**src/rtl/reaction_pkg.sv**
```systemverilog
// Shared definitions for the reaction timer controller.
//   state_t      : controller state encoding
//   TIME_W       : width of the measured reaction time (ms)
//   ms_cycles()  : clock cycles per millisecond, never below 1
package reaction_pkg;

    localparam int TIME_W = 10;

    typedef enum logic [2:0] {
        S_IDLE     = 3'd0,
        S_WAIT_RND = 3'd1,
        S_TIMING   = 3'd2,
        S_DONE     = 3'd3,
        S_EARLY    = 3'd4,
        S_TIMEOUT  = 3'd5
    } state_t;

    function automatic int ms_cycles(input int clk_freq_hz);
        return (clk_freq_hz / 1000 > 1) ? (clk_freq_hz / 1000) : 1;
    endfunction

endpackage

```
**src/rtl/reaction_timer_ctrl_ms_tick_gen.sv**
```systemverilog
// Millisecond tick prescaler.
//   clk   : system clock
//   rst_n : asynchronous active-low reset
//   clr   : synchronous clear; holds the prescaler at its reload value
//   tick  : single-cycle pulse once every CLK_FREQ_HZ/1000 cycles
// Implemented as a down-counter with terminal-count compare. While clr is
// high the counter sits at its reload value, so the first tick after clr
// drops is consumed exactly CLK_FREQ_HZ/1000 edges later.
module ms_tick_gen
    import reaction_pkg::*;
#(
    parameter int CLK_FREQ_HZ = 100_000_000
) (
    input  logic clk,
    input  logic rst_n,
    input  logic clr,
    output logic tick
);

    localparam int CYC = ms_cycles(CLK_FREQ_HZ);
    localparam int W   = (CYC > 1) ? $clog2(CYC) : 1;
    localparam logic [W-1:0] RELOAD = W'(CYC - 1);

    logic [W-1:0] r_cnt;

    always_ff @(posedge clk or negedge rst_n) begin
        if (!rst_n) begin
            r_cnt <= '0;
        end else if (clr || (r_cnt == '0)) begin
            r_cnt <= RELOAD;
        end else begin
            r_cnt <= r_cnt - W'(1);
        end
    end

    // Suppressed during clear so a stale terminal count cannot leak out.
    assign tick = !clr && (r_cnt == '0);

endmodule

```
**src/rtl/reaction_timer_ctrl.sv**
```systemverilog
// Reaction timer controller.
//   clk, rst_n   : system clock, asynchronous active-low reset
//   start        : arms a trial (ignored while busy)
//   stop         : reaction button pulse
//   delay        : end of the upstream random wait
//   led_stim     : stimulus LED, high while timing
//   time_ms      : measured reaction time in ms
//   result_valid : time_ms holds a completed measurement
//   early_err    : stop arrived before the stimulus
//   timeout      : MAX_MS elapsed without stop
//   busy         : trial in progress (WAIT_RND or TIMING)
//
// state      | meaning
// -----------+------------------------------------------------
// IDLE       | after reset, waiting for start
// WAIT_RND   | armed, waiting for delay (stop here is early)
// TIMING     | LED on, counting ms until stop or MAX_MS
// DONE       | valid measurement held until next start
// EARLY      | stop came before stimulus, held until start
// TIMEOUT    | no stop within MAX_MS, held until start
module reaction_timer_ctrl
    import reaction_pkg::*;
#(
    parameter int CLK_FREQ_HZ = 100_000_000,
    parameter int MAX_MS      = 1000
) (
    input  logic              clk,
    input  logic              rst_n,
    input  logic              start,
    input  logic              stop,
    input  logic              delay,
    output logic              led_stim,
    output logic [TIME_W-1:0] time_ms,
    output logic              result_valid,
    output logic              early_err,
    output logic              timeout,
    output logic              busy
);

    localparam logic [TIME_W-1:0] MAX_LAST = TIME_W'(MAX_MS - 1);

    state_t            r_state;
    state_t            w_state_nxt;
    logic              w_tick;
    logic              w_clr;
    logic [TIME_W-1:0] r_time_ms;

    // Prescaler runs only in TIMING; held in reload elsewhere so that entry
    // to TIMING restarts the ms period.
    assign w_clr = (r_state != S_TIMING);

    ms_tick_gen #(
        .CLK_FREQ_HZ(CLK_FREQ_HZ)
    ) u_ms_tick_gen (
        .clk  (clk),
        .rst_n(rst_n),
        .clr  (w_clr),
        .tick (w_tick)
    );

    always_comb begin
        w_state_nxt = r_state;
        case (r_state)
            S_IDLE: begin
                if (start) w_state_nxt = S_WAIT_RND;
            end
            S_WAIT_RND: begin
                // stop has priority: a same-cycle stop+delay is an early press
                if (stop)       w_state_nxt = S_EARLY;
                else if (delay) w_state_nxt = S_TIMING;
            end
            S_TIMING: begin
                // stop beats a coincident tick
                if (stop)                               w_state_nxt = S_DONE;
                else if (w_tick && r_time_ms == MAX_LAST) w_state_nxt = S_TIMEOUT;
            end
            S_DONE, S_EARLY, S_TIMEOUT: begin
                if (start) w_state_nxt = S_WAIT_RND;
            end
            default: w_state_nxt = S_IDLE;
        endcase
    end

    always_ff @(posedge clk or negedge rst_n) begin
        if (!rst_n) begin
            r_state <= S_IDLE;
        end else begin
            r_state <= w_state_nxt;
        end
    end

    // time_ms is zero throughout WAIT_RND, so it enters TIMING (and EARLY)
    // at zero. It stops advancing at MAX_MS because the FSM leaves TIMING
    // on that same tick.
    always_ff @(posedge clk or negedge rst_n) begin
        if (!rst_n) begin
            r_time_ms <= '0;
        end else if (w_state_nxt == S_WAIT_RND || r_state == S_WAIT_RND) begin
            r_time_ms <= '0;
        end else if (r_state == S_TIMING && !stop && w_tick) begin
            r_time_ms <= r_time_ms + TIME_W'(1);
        end
    end

    assign led_stim     = (r_state == S_TIMING);
    assign time_ms      = r_time_ms;
    assign result_valid = (r_state == S_DONE);
    assign early_err    = (r_state == S_EARLY);
    assign timeout      = (r_state == S_TIMEOUT);
    assign busy         = (r_state == S_WAIT_RND) || (r_state == S_TIMING);

endmodule

```
**config.mk**
```make
export PLATFORM = sky130hd
export DESIGN_NAME = reaction_timer_ctrl
export DESIGN_NICKNAME = d
export VERILOG_FILES = /design/src/rtl/reaction_pkg.sv /design/src/rtl/reaction_timer_ctrl_ms_tick_gen.sv /design/src/rtl/reaction_timer_ctrl.sv
export SDC_FILE = /design/constraint.sdc
export NUM_CORES = 1
export LEC_CHECK = 0
export ABC_AREA = 0
export BUFFER_PORTS_ARGS = -buffer_cell sky130_fd_sc_hd__buf_2
export CAP_MARGIN = 25
export CELL_PAD_IN_SITES_DETAIL_PLACEMENT = 0
export CELL_PAD_IN_SITES_GLOBAL_PLACEMENT = 1
export CORE_MARGIN = 3
export CORE_UTILIZATION = 44
export DETAILED_ROUTE_END_ITERATION = 7
export PLACE_DENSITY = 0.85
export SLEW_MARGIN = 0
export SYNTH_ARGS = -nofsm -noshare
export SYNTH_HDL_FRONTEND = slang
export SYNTH_SLANG_ARGS = --single-unit
```
**constraint.sdc**
```tcl
create_clock -name clk -period 2.6 [get_ports clk]
set_input_delay 0.26 -clock clk [delete_from_list [all_inputs] [get_ports clk]]
set_output_delay 0.26 -clock clk [all_outputs]
set_load 0.02 [all_outputs]
```
==> impl_results.md, run 1 <==
- Cell area after synthesis: 1670 um^2
- Total number of yosys warnings: 0
- PD cells: 618 nW/um^2
- CP arrival: 2.34 ns
- CTS Buffer Depth: 2
- Worst-path clk slew: 0.06 ns
- GR Layer Usage met2: 26.9%
- Antenna viol nets, final: 0
- RD Place Congestion: 0.760
- TritonCTS clock tree: done
- Largest family of logic cells by synthesized area: simple AND/OR/NAND/NOR gates
- Synth Area in Adders: 2.84%
- Post-Synth XOR/XNOR Area: 10.5%
- Die Area: 4580 um^2
- Unrepaired setup endpoints after global routing: no
- Fmax: 460 MHz
- First-pass GRT wire length: 5710 um
- Post-cts sizing count: 0
- Port buffer count: 19
- Setup TNS: 0 ns
- Max cap viols: 0
- Via count: 1,281
- Final setup violation count: 0
- Failing checks: negative hold slack
- Post-Synth Simple-Gate Area: 33.4%
- Worst Skew: 0.00855 ns
- Max Slew Vio Count: 0
- Mapped Cells: 175
- Cts hold-fix bufs: 0
- Met3 Use GR: 5.66%
- Total wire length: 3290 um
- N_diodes: 0
- Worst-path maximum fanout: 9
- Critical Path Max Stage Delay: 0.51 ns
- Avg Cell Area, Syn: 9.56 um^2
- WHS: -0.000448 ns
- P_leak: 0.756 nW
- Final hold violation count: 1
- Layout cells sized above 1: 19.6%
- Final net count: 202
- Row count: 21
- 1st-pass router iterations: 4
- Compound-Gate Fraction of Synth Area: 4.94%
- Number of buffers created by CTS: 5
- Slowest library cell on the worst path: dfrtp_1
- Post-synthesis cell type count: 37
- WL per Instance: 13.7 um
- Vias in the first global route: 1,269
- Worst min-delay path category: in2async
- Slew margin rel.: 54.9%
- Mapped Nets: 183
- Chip Height: 67.7 um
- Outcome: complete, but fails checks
- # IOs: 20
- Antenna violations before repair: 0
- TritonCTS Sinks: 30
- Busiest grt layer: met2
- Initial DRC count: 58
- Yosys reg bits: 30
- Vias/cell: 5.34
- Worst setup SP type: flop
- Core area: 3490 um^2
- Crit Path Category: reg2reg
- Hpwl dp: 2430 um
- M1 GR Usage: 21.2%
- Largest net degree at the start of global routing: 31
- Die width: 67.7 um
- Area growth syn-to-layout: 11.7%
- Post-CTS setup buffers: 0
- Starting density of the core: 47.9%
- Worst-margin pin slew: 0.674 ns
- Max VDD drop: 319 uV
- CP Capture Type: flop
- Insertion delay to the later sink of the worst-skew pair: 0.28 ns
- DRC Markers: 0
- Register area share after synthesis: 44.9%
- Worst Path Required: 2.77 ns
- Multiplexer area fraction after synthesis: 0.598%
- H-tree levels: 2
- CTS root buffer: clkbuf_8
- Reg2Reg Depth: 7
- Total grt overflow: 0
- Total GRT Usage: 16.8%
- Minimum clock period: 2.17 ns
- Critical-path cell list: inv_2, or3_1, inv_1, nand4_1, nor3_2, a21oi_1, a31o_2
- Tcrit/Tclk final: 83.7%
-- cell usage after synthesis --
cell	number	area (um^2)
dfrtp_1	30	751
nor2_1	30	113
xnor2_1	18	158
nand2_1	17	63.8
nor4_2	8	100
nand3_1	7	35.0
a21oi_1	6	30.0
o21ai_0	6	30.0
nand2b_1	5	31.3
nor3_1	5	25.0
nor2b_1	4	25.0
buf_2	3	15.0
clkbuf_1	3	11.3
ha_1	3	37.5
inv_1	3	11.3
or3_1	3	18.8
nand4_1	2	12.5
nor4_1	2	12.5
xor2_1	2	17.5
a31o_2	1	8.76
and2_1	1	6.26
and3_1	1	6.26
and4_1	1	8.76
and4b_1	1	10.0
buf_4	1	7.51
inv_2	1	3.75
maj3_1	1	10.0
mux2i_1	1	10.0
nand3b_1	1	7.51
nand4b_4	1	23.8
nor3_2	1	10.0
nor3b_1	1	7.51
nor4_4	1	21.3
o21ai_1	1	5.00
o2bb2ai_1	1	8.76
or3b_1	1	8.76
or4_4	1	11.3
-- area by class of cell --
cell class	count	area, um^2
multi-input cells	134	873
fillers	326	1630
clock buffers	7	76.3
well taps	46	57.6
inverters	4	15.0
flip-flops and latches	30	751
repair buffers	19	95.1
-- flip-flops by register name, indices dropped and copies added, names as in the netlist --
name and flops:
u_ms_tick_gen.r_cnt 17, time_ms 10, r_state 3
-- worst paths after layout --
path	start	slack, ns	end
max in group asynchronous	rst_n	2.17	u_ms_tick_gen.r_cnt[9]
max	r_state[1]	0.43	time_ms[9]
max reg2reg	r_state[1]	0.43	time_ms[9]
min reg2reg	u_ms_tick_gen.r_cnt[0]	0.46	u_ms_tick_gen.r_cnt[0]
min in group clk	start	0.37	r_state[2]
min	rst_n	-0.0004	u_ms_tick_gen.r_cnt[0]
-- critical path, delay by kind of cell, from the launching register on --
family,cells,cell delay [ns]
AND/OR/NAND/NOR,3,0.92
flip-flops,1,0.51
AO/OA/AOI/OAI,2,0.33
buffers and inverters,2,0.29
-- report_power, final --
group	total, mW	switching, mW	leakage (nW)	internal, mW
registers	0.546	0.0539	0.363	0.492
logic	0.264	0.170	0.355	0.0941
clock network	0.344	0.160	0.0383	0.184
total	1.15	0.384	0.756	0.770
-- layer usage --
layer | part of all wire [%] | up-vias | routed length (um)
met2 | 47 | 21 | 1540
met4 | 1.2 | 0 | 40
met5 | 0 | - | 0
met3 | 4.6 | 5 | 152
li1 | - | 632 | -
met1 | 47 | 623 | 1560
-- cell usage in the layout, fill, tap and decap left out, drive strengths merged, types with 5 or more instances in the layout --
master	instances
nor2	30
dfrtp	30
buf	19
xnor2	18
nand2	17
nor4	11
nand3	7
o21ai	7
clkbuf	7
a21oi	6
nor3	6
nand2b	5
-- per-stage QoR --
step	cells	setup slack [ns]	power, mW	utilization [%]	cell area, um^2
3_3_place_gp	233	0.507	0.814	51.3	1790
2_1_floorplan	175	0.594	0.753	-	1670
3_5_place_dp	233	0.422	0.825	51.3	1790
6_report	240	0.425	1.15	53.5	1870
4_1_cts	240	0.404	1.17	53.5	1870
5_1_grt	240	0.262	1.23	53.5	1870
-- cell families after synthesis --
family          after synthesis
buf+inv                      11
simple gates                 94
flops                        30
xor+xnor                     20
fa+ha+maj                     4
compound gates               15
mux                           1
Note: power is estimated with default switching activity, not from simulation.
==> inputs of run 2 (changes only) <==
Settings changed: CORE_UTILIZATION 44 to 40, PLACE_DENSITY 0.85 to 0.82.
Clock period 2.6 ns to 1.78 ns, I/O delays scaled along.
==> run 2 against run 1 <==
  * The run ends with negative setup slack left
  * Fmax up 16%
  * Final cell count up 13%
  * Global-route usage up 0.19 points
  * Critical path depth down 2
  * Die area up 9.1%
  * Routed wire length up 18%
  * Total power up 72%
  * First-iteration DRC count up 110%
==> impl_results.md, run 2 (synthesis results as in run 1) <==
- Port buffer count: 19 (unchanged)
- Final setup violation count: 19 (+19)
- Critical Path Max Stage Delay: 0.58 ns (+0.07 ns)
- Number of buffers created by CTS: 5 (unchanged)
- TritonCTS Sinks: 30 (unchanged)
- Layout Utilization: 58.9% (+5.4 points)
- Biggest register: u_ms_tick_gen.r_cnt
- WL per Instance: 14.4 um (+4.6%)
- Largest net degree at the start of global routing: 31 (unchanged)
- First-pass GRT wire length: 6830 um (+20%)
- Max Slew Vio Count: 0 (unchanged)
- CP arrival: 2.06 ns (-0.28 ns)
- CP Capture Type: flop
- Leading cell type in the layout, fill and taps excluded: dfrtp_1
- TritonCTS clock tree: done
- Crit Path Category: reg2reg
- Final cell count without fillers: 271 (+13%)
- CTS Buffer Depth: 2 (unchanged)
- Initial DRC count: 120 (+110%)
- Die width: 70.7 um (+4.4%)
- Sw Share: 31.8% (-1.4 points)
- Worst Skew: 0.00488 ns (-0.00367 ns)
- Chip Height: 70.7 um (+4.4%)
- Layout cells sized above 1: 38.1% (+19 points)
- Slowest library cell on the worst path: or4_4
- Multi-input logic area: 1010 um^2 (+16%)
- Max cap viols: 0 (unchanged)
- Final-layout fill cell count: 324 (-0.61%)
- Antenna violations before repair: 0 (unchanged)
- Final WS setup: -0.101 ns (-0.526 ns)
- Core area: 3850 um^2 (+10%)
- Final net count: 230 (+14%)
- PD cells: 874 nW/um^2 (+41%)
- Fin area: 2270 um^2 (+22%)
- H-tree levels: 2 (unchanged)
- Tcrit/Tclk final: 106% (+22 points)
- # IOs: 20 (unchanged)
- Worst-margin pin slew: 0.684 ns (+0.0101 ns)
- P_leak: 1.00 nW (+33%)
- Total grt overflow: 0 (unchanged)
- 1st-pass router iterations: 4 (unchanged)
- Final hold violation count: 0 (-1)
- CTS root buffer: clkbuf_8
- Placed insts: 259 (+11%)
- Worst setup SP type: flop
- Hpwl dp: 2730 um (+13%)
- Fmax: 532 MHz (+16%)
- Area growth syn-to-layout: 35.7%
- Most frequent cells in the layout: dfrtp_1, nor2_1, buf_4
- Antenna viol nets, final: 0 (unchanged)
- Worst-path maximum fanout: 5 (-4)
- N_diodes: 0 (unchanged)
- Worst min-delay path category: in2reg
- FF+latch area: 751 um^2 (unchanged)
- Critical-path cell list: or4_4, nand4b_4, nor4_4, mux2i_1, nor2_1
- Worst-path clk slew: 0.06 ns (about the same)
- Slew margin rel.: 54.4% (-0.51 points)
- Die Area: 4990 um^2 (+9.1%)
- Worst Path Required: 1.96 ns (-0.81 ns)
- Vias/cell: 5.30 (-0.79%)
- Clock power frac: 32.6% (+2.8 points)
- P_int: 1.35 mW (+75%)
- Seq pwr share: 37.2% (-10 points)
- Max VDD drop: 398 uV (+25%)
- Vias in the first global route: 1,490 (+17%)
- Outcome: complete, but fails checks
- RD Place Congestion: 0.782 (+2.9%)
- Insertion delay to the later sink of the worst-skew pair: 0.28 ns (about the same)
- Starting density of the core: 43.4% (-4.5 points)
- Failing checks: negative setup slack
- P_sw: 631 uW (+64%)
- DRC Markers: 0 (unchanged)
- Placed inst area: 2000 um^2 (+11%)
- WHS: 0.318 ns (+0.319 ns)
- Total GRT Usage: 17.0% (+0.19 points)
- Power, Total: 1.98 mW (+72%)
- Unrepaired setup endpoints after global routing: yes
- Minimum clock period: 1.88 ns (-0.294 ns)
- Row count: 22 (+4.8%)
- Total wire length: 3890 um (+18%)
- Max FFs per register: 17 (unchanged)
- Comb pwr share: 30.2% (+7.3 points)
- Via count: 1,435 (+12%)
[run 2: changes by cell type in the layout (fill, tap and decap cells not counted), sizes merged]
cell	previous run	this run
nand4b	1	2
buf	19	45
clkbuf	7	8
dlygate4sd3	0	1
[run 2: layout make-up]
type / count / area share [%]
Sequential cell: 30 / 33.1
Multi-Input combinational cell: 135 / 44.7
Timing Repair Buffer: 46 / 13.7
Tap cell: 48 / 2.65
Inverter: 4 / 0.992
Clock buffer: 8 / 4.85
[run 2: final timing paths]
kind | from | endpoint | slack (ns) | depth (start not counted)
worst max-delay path | u_ms_tick_gen.r_cnt[11] | time_ms[1] | -0.10 | 5
worst min-delay path | start | r_state[2] | 0.32 | 4
max in group asynchronous | rst_n | r_state[0] | 0.87 | 2
worst max register to register | u_ms_tick_gen.r_cnt[11] | time_ms[1] | -0.10 | 5
min in group asynchronous | rst_n | time_ms[5] | 0.47 | 2
worst min register to register | u_ms_tick_gen.r_cnt[0] | u_ms_tick_gen.r_cnt[0] | 0.54 | 2
[run 2: worst max-delay path, delay by kind of cell (launching register included)]
family / cells / cell delay, ns
DFF: 1 / 0.37
muxes: 1 / 0.22
and+or+nand+nor: 4 / 1.19
[run 2: power groups by stage]
stage,Clock (mW),Sequential [mW],Combinational (mW)
floorplan,0,0.757,0.374
CTS,0.660,0.737,0.581
global placement,0,0.749,0.569
detailed placement,0,0.750,0.576
global route,0.689,0.741,0.655
finish,0.646,0.738,0.600
[run 2: per-stage QoR]
| stage | setup TNS, ns | setup slack, ns |
|---|---|---|
| 2_1_floorplan | -0.289 | -0.0991 |
| 3_5_place_dp | -1.94 | -0.136 |
| 5_1_grt | -2.91 | -0.184 |
| 4_1_cts | -0.660 | -0.0836 |
| 6_report | -0.578 | -0.101 |
| 3_3_place_gp | -0.857 | -0.0809 |
[run 2: what timing repair did]
action	in CTS	in global routing
pin swaps	1	5
buffers inserted	2	0
gates resized for setup	8	18
setup endpoints to repair	30	30
gates cloned	1	0
hold buffers	1	0
endpoints found under the hold margin	30	0
[run 2: layer usage]
metal	share of wire (%)	track usage (%)	vias up
met5	0	0	-
met4	1.8	6.89	0
met3	4.3	4.97	8
met2	49	27.5	32
met1	44	21.2	699
li1	-	-	696
